$ cat src/rtl/imem_fetch_ctrl.sv
// Instruction-fetch sequencer: owns the fetch PC, drives a 1-cycle-latency memory, buffers words toward decode.
// Optional macro FC_PERF_CNT_EN adds fetch and bubble counters (fc_o_fetch_cnt, fc_o_bubble_cnt).
`ifndef PC_WIDTH
`define PC_WIDTH 32
`endif
`ifndef IWIDTH
`define IWIDTH 32
`endif

module imem_fetch_ctrl #(
    parameter logic [`PC_WIDTH-1:0] RESET_PC  = '0,
    parameter int unsigned          BUF_DEPTH = 2
) (
    input  logic                 im_clk,
    input  logic                 im_rst,
    input  logic                 fc_i_en,
    input  logic                 fc_i_redirect,
    input  logic [`PC_WIDTH-1:0] fc_i_redirect_pc,
    output logic                 fc_o_mem_ce,
    output logic [`PC_WIDTH-1:0] fc_o_mem_addr,
    input  logic                 fc_i_mem_ce,
    input  logic [`IWIDTH-1:0]   fc_i_mem_instr,
    output logic                 fc_o_valid,
    input  logic                 fc_i_ready,
    output logic [`IWIDTH-1:0]   fc_o_instr,
`ifdef FC_PERF_CNT_EN
    output logic [31:0]          fc_o_fetch_cnt,
    output logic [31:0]          fc_o_bubble_cnt,
`endif
    output logic [`PC_WIDTH-1:0] fc_o_pc
);

    localparam int unsigned PTR_W = (BUF_DEPTH > 2) ? 2 : 1;
    localparam logic [`PC_WIDTH-1:0] ALIGN_MASK = {{(`PC_WIDTH-2){1'b1}}, 2'b00};
    localparam logic [`PC_WIDTH-1:0] RESET_PC_A = RESET_PC & ALIGN_MASK;

    logic [`PC_WIDTH-1:0] fetch_pc;
    logic [`PC_WIDTH-1:0] inflight_pc;
    logic                 inflight;
    logic                 drop;
    logic [`PC_WIDTH-1:0] buf_pc    [BUF_DEPTH];
    logic [`IWIDTH-1:0]   buf_instr [BUF_DEPTH];
    logic [PTR_W-1:0]     rd_ptr;
    logic [PTR_W-1:0]     wr_ptr;
    logic [PTR_W:0]       count;
    logic [PTR_W+1:0]     occupancy;
    logic                 pop;
    logic                 push;
    logic                 issue;

    // Occupancy counts the in-flight word so a granted request always has a FIFO slot on return.
    always_comb begin
        pop       = (count != '0) & fc_i_ready;
        occupancy = {1'b0, count} + {{(PTR_W+1){1'b0}}, inflight} - {{(PTR_W+1){1'b0}}, pop};
        issue     = im_rst & fc_i_en & ~fc_i_redirect & (occupancy < (PTR_W+2)'(BUF_DEPTH));
        push      = fc_i_mem_ce & inflight & ~drop & ~fc_i_redirect;
    end

    assign fc_o_mem_ce   = issue;
    assign fc_o_mem_addr = fetch_pc;
    assign fc_o_valid    = (count != '0);
    assign fc_o_instr    = buf_instr[rd_ptr];
    assign fc_o_pc       = buf_pc[rd_ptr];

    always_ff @(posedge im_clk or negedge im_rst) begin
        if (!im_rst) begin
            fetch_pc    <= RESET_PC_A;
            inflight_pc <= '0;
            inflight    <= 1'b0;
            drop        <= 1'b0;
            rd_ptr      <= '0;
            wr_ptr      <= '0;
            count       <= '0;
            for (int unsigned i = 0; i < BUF_DEPTH; i++) begin
                buf_pc[i]    <= '0;
                buf_instr[i] <= '0;
            end
        end else begin
            inflight <= issue;
            drop     <= fc_i_redirect & inflight;
            if (issue)
                inflight_pc <= fetch_pc;
            if (fc_i_redirect) begin
                // Flush wins over any pop or push in the same cycle.
                fetch_pc <= fc_i_redirect_pc & ALIGN_MASK;
                rd_ptr   <= '0;
                wr_ptr   <= '0;
                count    <= '0;
            end else begin
                if (issue)
                    fetch_pc <= fetch_pc + `PC_WIDTH'(4);
                if (push) begin
                    buf_pc[wr_ptr]    <= inflight_pc;
                    buf_instr[wr_ptr] <= fc_i_mem_instr;
                    wr_ptr            <= wr_ptr + PTR_W'(1);
                end
                if (pop)
                    rd_ptr <= rd_ptr + PTR_W'(1);
                if (push && !pop)
                    count <= count + (PTR_W+1)'(1);
                else if (pop && !push)
                    count <= count - (PTR_W+1)'(1);
            end
        end
    end

`ifdef FC_PERF_CNT_EN
    always_ff @(posedge im_clk or negedge im_rst) begin
        if (!im_rst) begin
            fc_o_fetch_cnt  <= '0;
            fc_o_bubble_cnt <= '0;
        end else begin
            if (pop)
                fc_o_fetch_cnt <= fc_o_fetch_cnt + 32'd1;
            if (fc_i_ready && !fc_o_valid)
                fc_o_bubble_cnt <= fc_o_bubble_cnt + 32'd1;
        end
    end
`endif

endmodule

$ cat config.mk
export PLATFORM = sky130hd
export DESIGN_NAME = imem_fetch_ctrl
export DESIGN_NICKNAME = d
export VERILOG_FILES = /design/src/rtl/imem_fetch_ctrl.sv
export SDC_FILE = /design/constraint.sdc
export NUM_CORES = 1
export LEC_CHECK = 0
export BUFFER_PORTS_ARGS = -buffer_cell sky130_fd_sc_hd__buf_2
export CORE_MARGIN = 2
export CORE_UTILIZATION = 50
export DETAILED_ROUTE_END_ITERATION = 16
export PLACE_DENSITY = 0.87
export SLEW_MARGIN = 15
export SYNTH_ARGS = -nofsm -noshare
export SYNTH_HDL_FRONTEND = slang
export SYNTH_SLANG_ARGS = --single-unit
$ cat constraint.sdc
create_clock -name im_clk -period 3.3 [get_ports im_clk]
set_input_delay 0.495 -clock im_clk [delete_from_list [all_inputs] [get_ports im_clk]]
set_output_delay 0.495 -clock im_clk [all_outputs]
set_load 0.02 [all_outputs]
# Yosys cells after proc, flatten, opt, wreduce, memory -nomap -nowiden
# Cells that the tools add are included.
# totals
regBits	198
latch_bits	0
ramBits	0
rom_bits	0
in_bits	70
wordCells	64
mem_count	0
# op_classes
add_sub_neg	7
n_mul	0
div_mod_pow	0
magnitude_cmp	4
eq_ne	0
shift	0
mux	19
n_bitwise	12
n_reduce_logical	11
# ops
cell	count
2-to-1 mux 32 bit	9
bitwise mux 64 bit	2
adder 32 x 3 -> 32 bit (second input constant)	1
demux 32 bit (select 1 bit)	1
AND 1 bit	8
nonzero test 2 bit	4
2-to-1 mux 2 bit	3
>= comparator 2 bit (second input constant)	2
2-to-1 mux 1 bit	4
inverter 1 -> 2 bit	2
adder 2 x 1 -> 3 bit	1
logical AND 1 bit	3
less-than comparator 3 x 2 -> 1 bit (second input constant)	1
nonzero test 3 bit	1
subtractor 3 x 1 -> 3 bit	1
adder 1 bit (second input constant)	2
adder 2 x 1 -> 2 bit (second input constant)	1
logical NOT 1 bit	2
less-than comparator 2 x 1 -> 1 bit (second input constant)	1
inverter 1 bit	2
AND reduction 2 bit	1
subtractor 2 x 1 -> 2 bit (second input constant)	1

# Longest topological paths before layout
# depth
depth_word	8
mapped_depth	14

# Worst setup path after synthesis
# OpenSTA, ideal clock, no wires.
# synth_timing
path_kind	register to output
from	register count[1]
to	output port fc_o_mem_ce
t_arrival_ps	2841
required_ps	2805
slack_ps	-36
path_stages_with_launch	13
n_path_buf	3
cell_sequence	dfrtp_1 or2_2 nand2_1 inv_1 ha_1 nand2b_1 fa_1 nand4b_1 or2_1 buf_2 inv_2 buf_2 buf_2
# synth_between
elab_chain_cells	5
word_cells_on_any_way	6
classes_between	add/sub: 2; order compare: 1; bitwise: 2; reduce/logical: 1
# synth_lines
item	line_no	rtl
start, declared	45	logic [PTR_W:0] count;
start signal, assigned	100	count <= count + (PTR_W+1)'(1);
start signal, assigned	102	count <= count - (PTR_W+1)'(1);
nonzero test 2 bit	--	
via fc_o_valid	23	output logic fc_o_valid,
AND 1 bit	53	pop = (count != '0) & fc_i_ready;
subtractor 3 x 1 -> 3 bit	54	occupancy = {1'b0, count} + {{(PTR_W+1){1'b0}}, inflight} - {{(PTR_W+1){1'b0}}, pop};
less-than comparator 3 x 2 -> 1 bit	55	issue = im_rst & fc_i_en & ~fc_i_redirect & (occupancy < (PTR_W+2)'(BUF_DEPTH));
AND 1 bit	55	
end, declared	19	output logic fc_o_mem_ce,
# The timed path passes the listed nets, and every way through them passes these cells.

# Final worst setup path
# layout_timing
from	register count[0]
to	output port fc_o_mem_ce
# layout_between
elab_chain_cells	5
word_cells_on_any_way	6
classes_between	add/sub: 2; order compare: 1; bitwise: 2; reduce/logical: 1
# layout_lines
item	line_no
parallel branches: the longest is 2 deep, another holds adder 2 x 1 -> 3 bit	--
subtractor 3 x 1 -> 3 bit *	54
less-than comparator 3 x 2 -> 1 bit *	55
AND 1 bit *	55
# Every way passes the cells marked *.

==> impl_metrics.py <==
metrics = {
    "placement": {
        "dp.cells": 1048,
        "port_buffers": 161,
        "gp_congestion": 0.818,
        "dp_hpwl_um": 12400,
    },
    "logic_synthesis": {
        "synthesis.area_um2": 8530,
        "yosys.area_share.simple_pct": 10.1,
        "async_flop_share_pct": 100,
        "synth_top_family_by_area": "multiplexers",
        "synth_xor_area_share_pct": 0.719,
        "synth_compound_area_share_pct": 5.77,
        "synth_ff_type": "dfrtp_1",
        "netlist-cell-type-count": 50,
        "yosysSeqAreaShare_pct": 55.8,
        "muxShareOfSynthArea_pct": 24.6,
        "synth_edf_count": 0,
        "synthCells": 691,
        "synth-adder-area-share_pct": 0.528,
        "synth_area_per_cell_um2": 12.3,
        "synth.yosys.warnings": 0,
        "ys_seq_elements": 190,
    },
    "routing": {
        "dr_total_vias": 6032,
        "ant_nets": 0,
        "wire_per_inst_um": 17.2,
        "drt_iter0_markers": 579,
        "dr.pass1.iters": 5,
        "vias_per_cell": 5.57,
        "drc": 0,
        "wirelength_um": 18700,
    },
    "sta": {
        "slew_violations": 0,
        "clock_skew_ns": 0.00790,
        "finalHoldViolations": 0,
        "finalCriticalPeriod_ns": 3.17,
        "slew_headroom_pct": 37.3,
        "setup_viol": 0,
        "fmax_mhz": 315,
        "tightest_slew_ns": 0.940,
        "period_share_pct": 96.2,
    },
    "die": {
        "ios": 168,
        "core_um2": 16600,
        "die_w_um": 135,
        "core.rowCount": 47,
        "fp.dieH_um": 135,
        "start_util_pct": 51.2,
        "die_area_um2": 18100,
    },
    "worst_hold_path": {
        "hold_class": "in2reg",
    },
    "cts": {
        "cts.sinks": 190,
        "numCtsBuffers": 17,
        "clockBufferDepth": 2,
        "root_buffer": "clkbuf_16",
        "cts_tree": "done",
        "clk_pin_slew_worst_paths_ns": 0.07,
        "h-tree-depth": 4,
        "clock_latency_ns": 0.43,
    },
    "critical_path": {
        "cp.required_ns": 2.80,
        "worstSetupPathType": "reg2out",
        "critPathCaptureType": "output pin",
        "startpoint_type": "register",
        "arrival_ns": 2.68,
        "cp_max_fo": 3,
    },
    "finish": {
        "final_common_cell": "dfrtp_1",
        "final_cell_mix": "189 x dfrtp_1, 177 x mux2_2, 159 x buf_2",
        "fin_nets": 923,
        "drive_gt1_share_pct": 46.2,
        "diodes": 0,
        "final_cells": 1083,
        "syn_to_final_growth_pct": 20.8,
    },
    "pwr": {
        "ir_drop_mv": 0.411,
        "power_uw": 6790,
        "leakage_uw": 0.00517,
        "powerDensity_nw_per_um2": 659,
    },
    "global_route": {
        "grt_max_degree": 173,
        "grt_pass1_wl_um": 30700,
        "globalRouteTotalUtil_pct": 21.5,
        "grt_pass1_vias": 6131,
        "antenna_found_initial": 0,
        "grt_overflow_total": 0,
    },
    "run_status": {
        "status": "finished, final reports clean",
    },
    "job": {
        "drv_cap": 0,
    },
}
==> cell usage after synthesis, types with 7 or more instances <==
master    count  area (um^2)
dfrtp_1     190         4750
mux2_2      177         1990
nand2_1     124          465
clkbuf_1     24         90.1
o21ai_0      21          105
nor2_1       13         48.8
o211ai_1     12         90.1
buf_2        11         55.1
mux2_1        9          101
nand3_1       9         45.0
inv_1         7         26.3
nand4_1       7         43.8
o311ai_0      7         61.3
o311ai_1      7         61.3
==> registers in the layout, summed over array words and instances, names as in the netlist <==
register,count
wr_ptr,1
inflight_pc,30
count,2
buf_pc,60
buf_instr,64
inflight,1
fc_o_mem_addr,30
rd_ptr,1
drop,1
==> stage by stage <==
stage                     hold slack [ns]  area, um^2  worst slack (ns)  setup TNS, ns  util (%)
after detailed placement            0.369        9610             0.185              0      57.8
after floorplan                     0.199        8540            0.0162              0         -
after CTS                           0.254       10300            0.0498              0      61.8
after global placement              0.369        9610             0.233              0      57.8
final                               0.278       10300             0.126              0      61.9
after global routing                0.280       10300          -0.00430       -0.00430      61.9
==> critical path, cell delays in order (launching register included) <==
cell and delay, ns:
dfrtp_1 0.38, or2_2 0.31, nand2_2 0.08, inv_1 0.04, ha_1 0.27, nand2b_4 0.14
fa_1 0.47, nand4b_1 0.09, or2_4 0.26, inv_4 0.06, buf_4 0.13
==> area by class of cell <==
cell class / count / area, um^2
Tap cell: 220 / 275
Sequential cell: 190 / 4760
Clock buffer: 19 / 433
Inverter: 9 / 36.3
Multi-Input combinational cell: 455 / 3600
Timing Repair Buffer: 177 / 990
Fill cell: 1324 / 6340
Clock inverter: 13 / 210
==> kinds of logic after synthesis <==
group | count (synthesis)
compound gates | 71
xor+xnor | 7
fa+ha+maj | 3
buf+inv | 49
flops | 190
mux | 186
other cells | 1
simple gates | 184
==> worst paths after layout <==
path                                       from           endpoint  slack [ns]  cells past startpoint
setup reg to reg                       count[0]  fc_o_mem_addr[19]        0.27                     13
setup / recovery                       count[0]        fc_o_mem_ce        0.13                     10
min in group asynchronous                im_rst         buf_pc[40]        0.48                      2
max in group asynchronous                im_rst      buf_instr[13]        1.64                      3
hold / removal             fc_i_redirect_pc[11]  fc_o_mem_addr[11]        0.28                      3
hold reg to reg                      buf_pc[48]         buf_pc[48]        0.48                      1
==> power breakdown <==
group	internal, uW	total [uW]	switching, uW
clock network	1350	2220	865
registers	2730	3010	277
logic	707	1570	862
==> per-layer routing <==
metal	global-route usage, %	wire length, um
met5	0	0
met4	7.95	367
met3	4.50	1090
met2	34.9	8950
met1	28.6	8250
==> repair_timing <==
item                                   in CTS  in global routing
buffers inserted                            1                  1
hold buffers                                1                  0
resized for setup                           3                  3
pin swaps                                   0                  1
setup endpoints to repair                   1                 18
endpoints found under the hold margin      18                  0
Power figures use the tool's default switching activity.
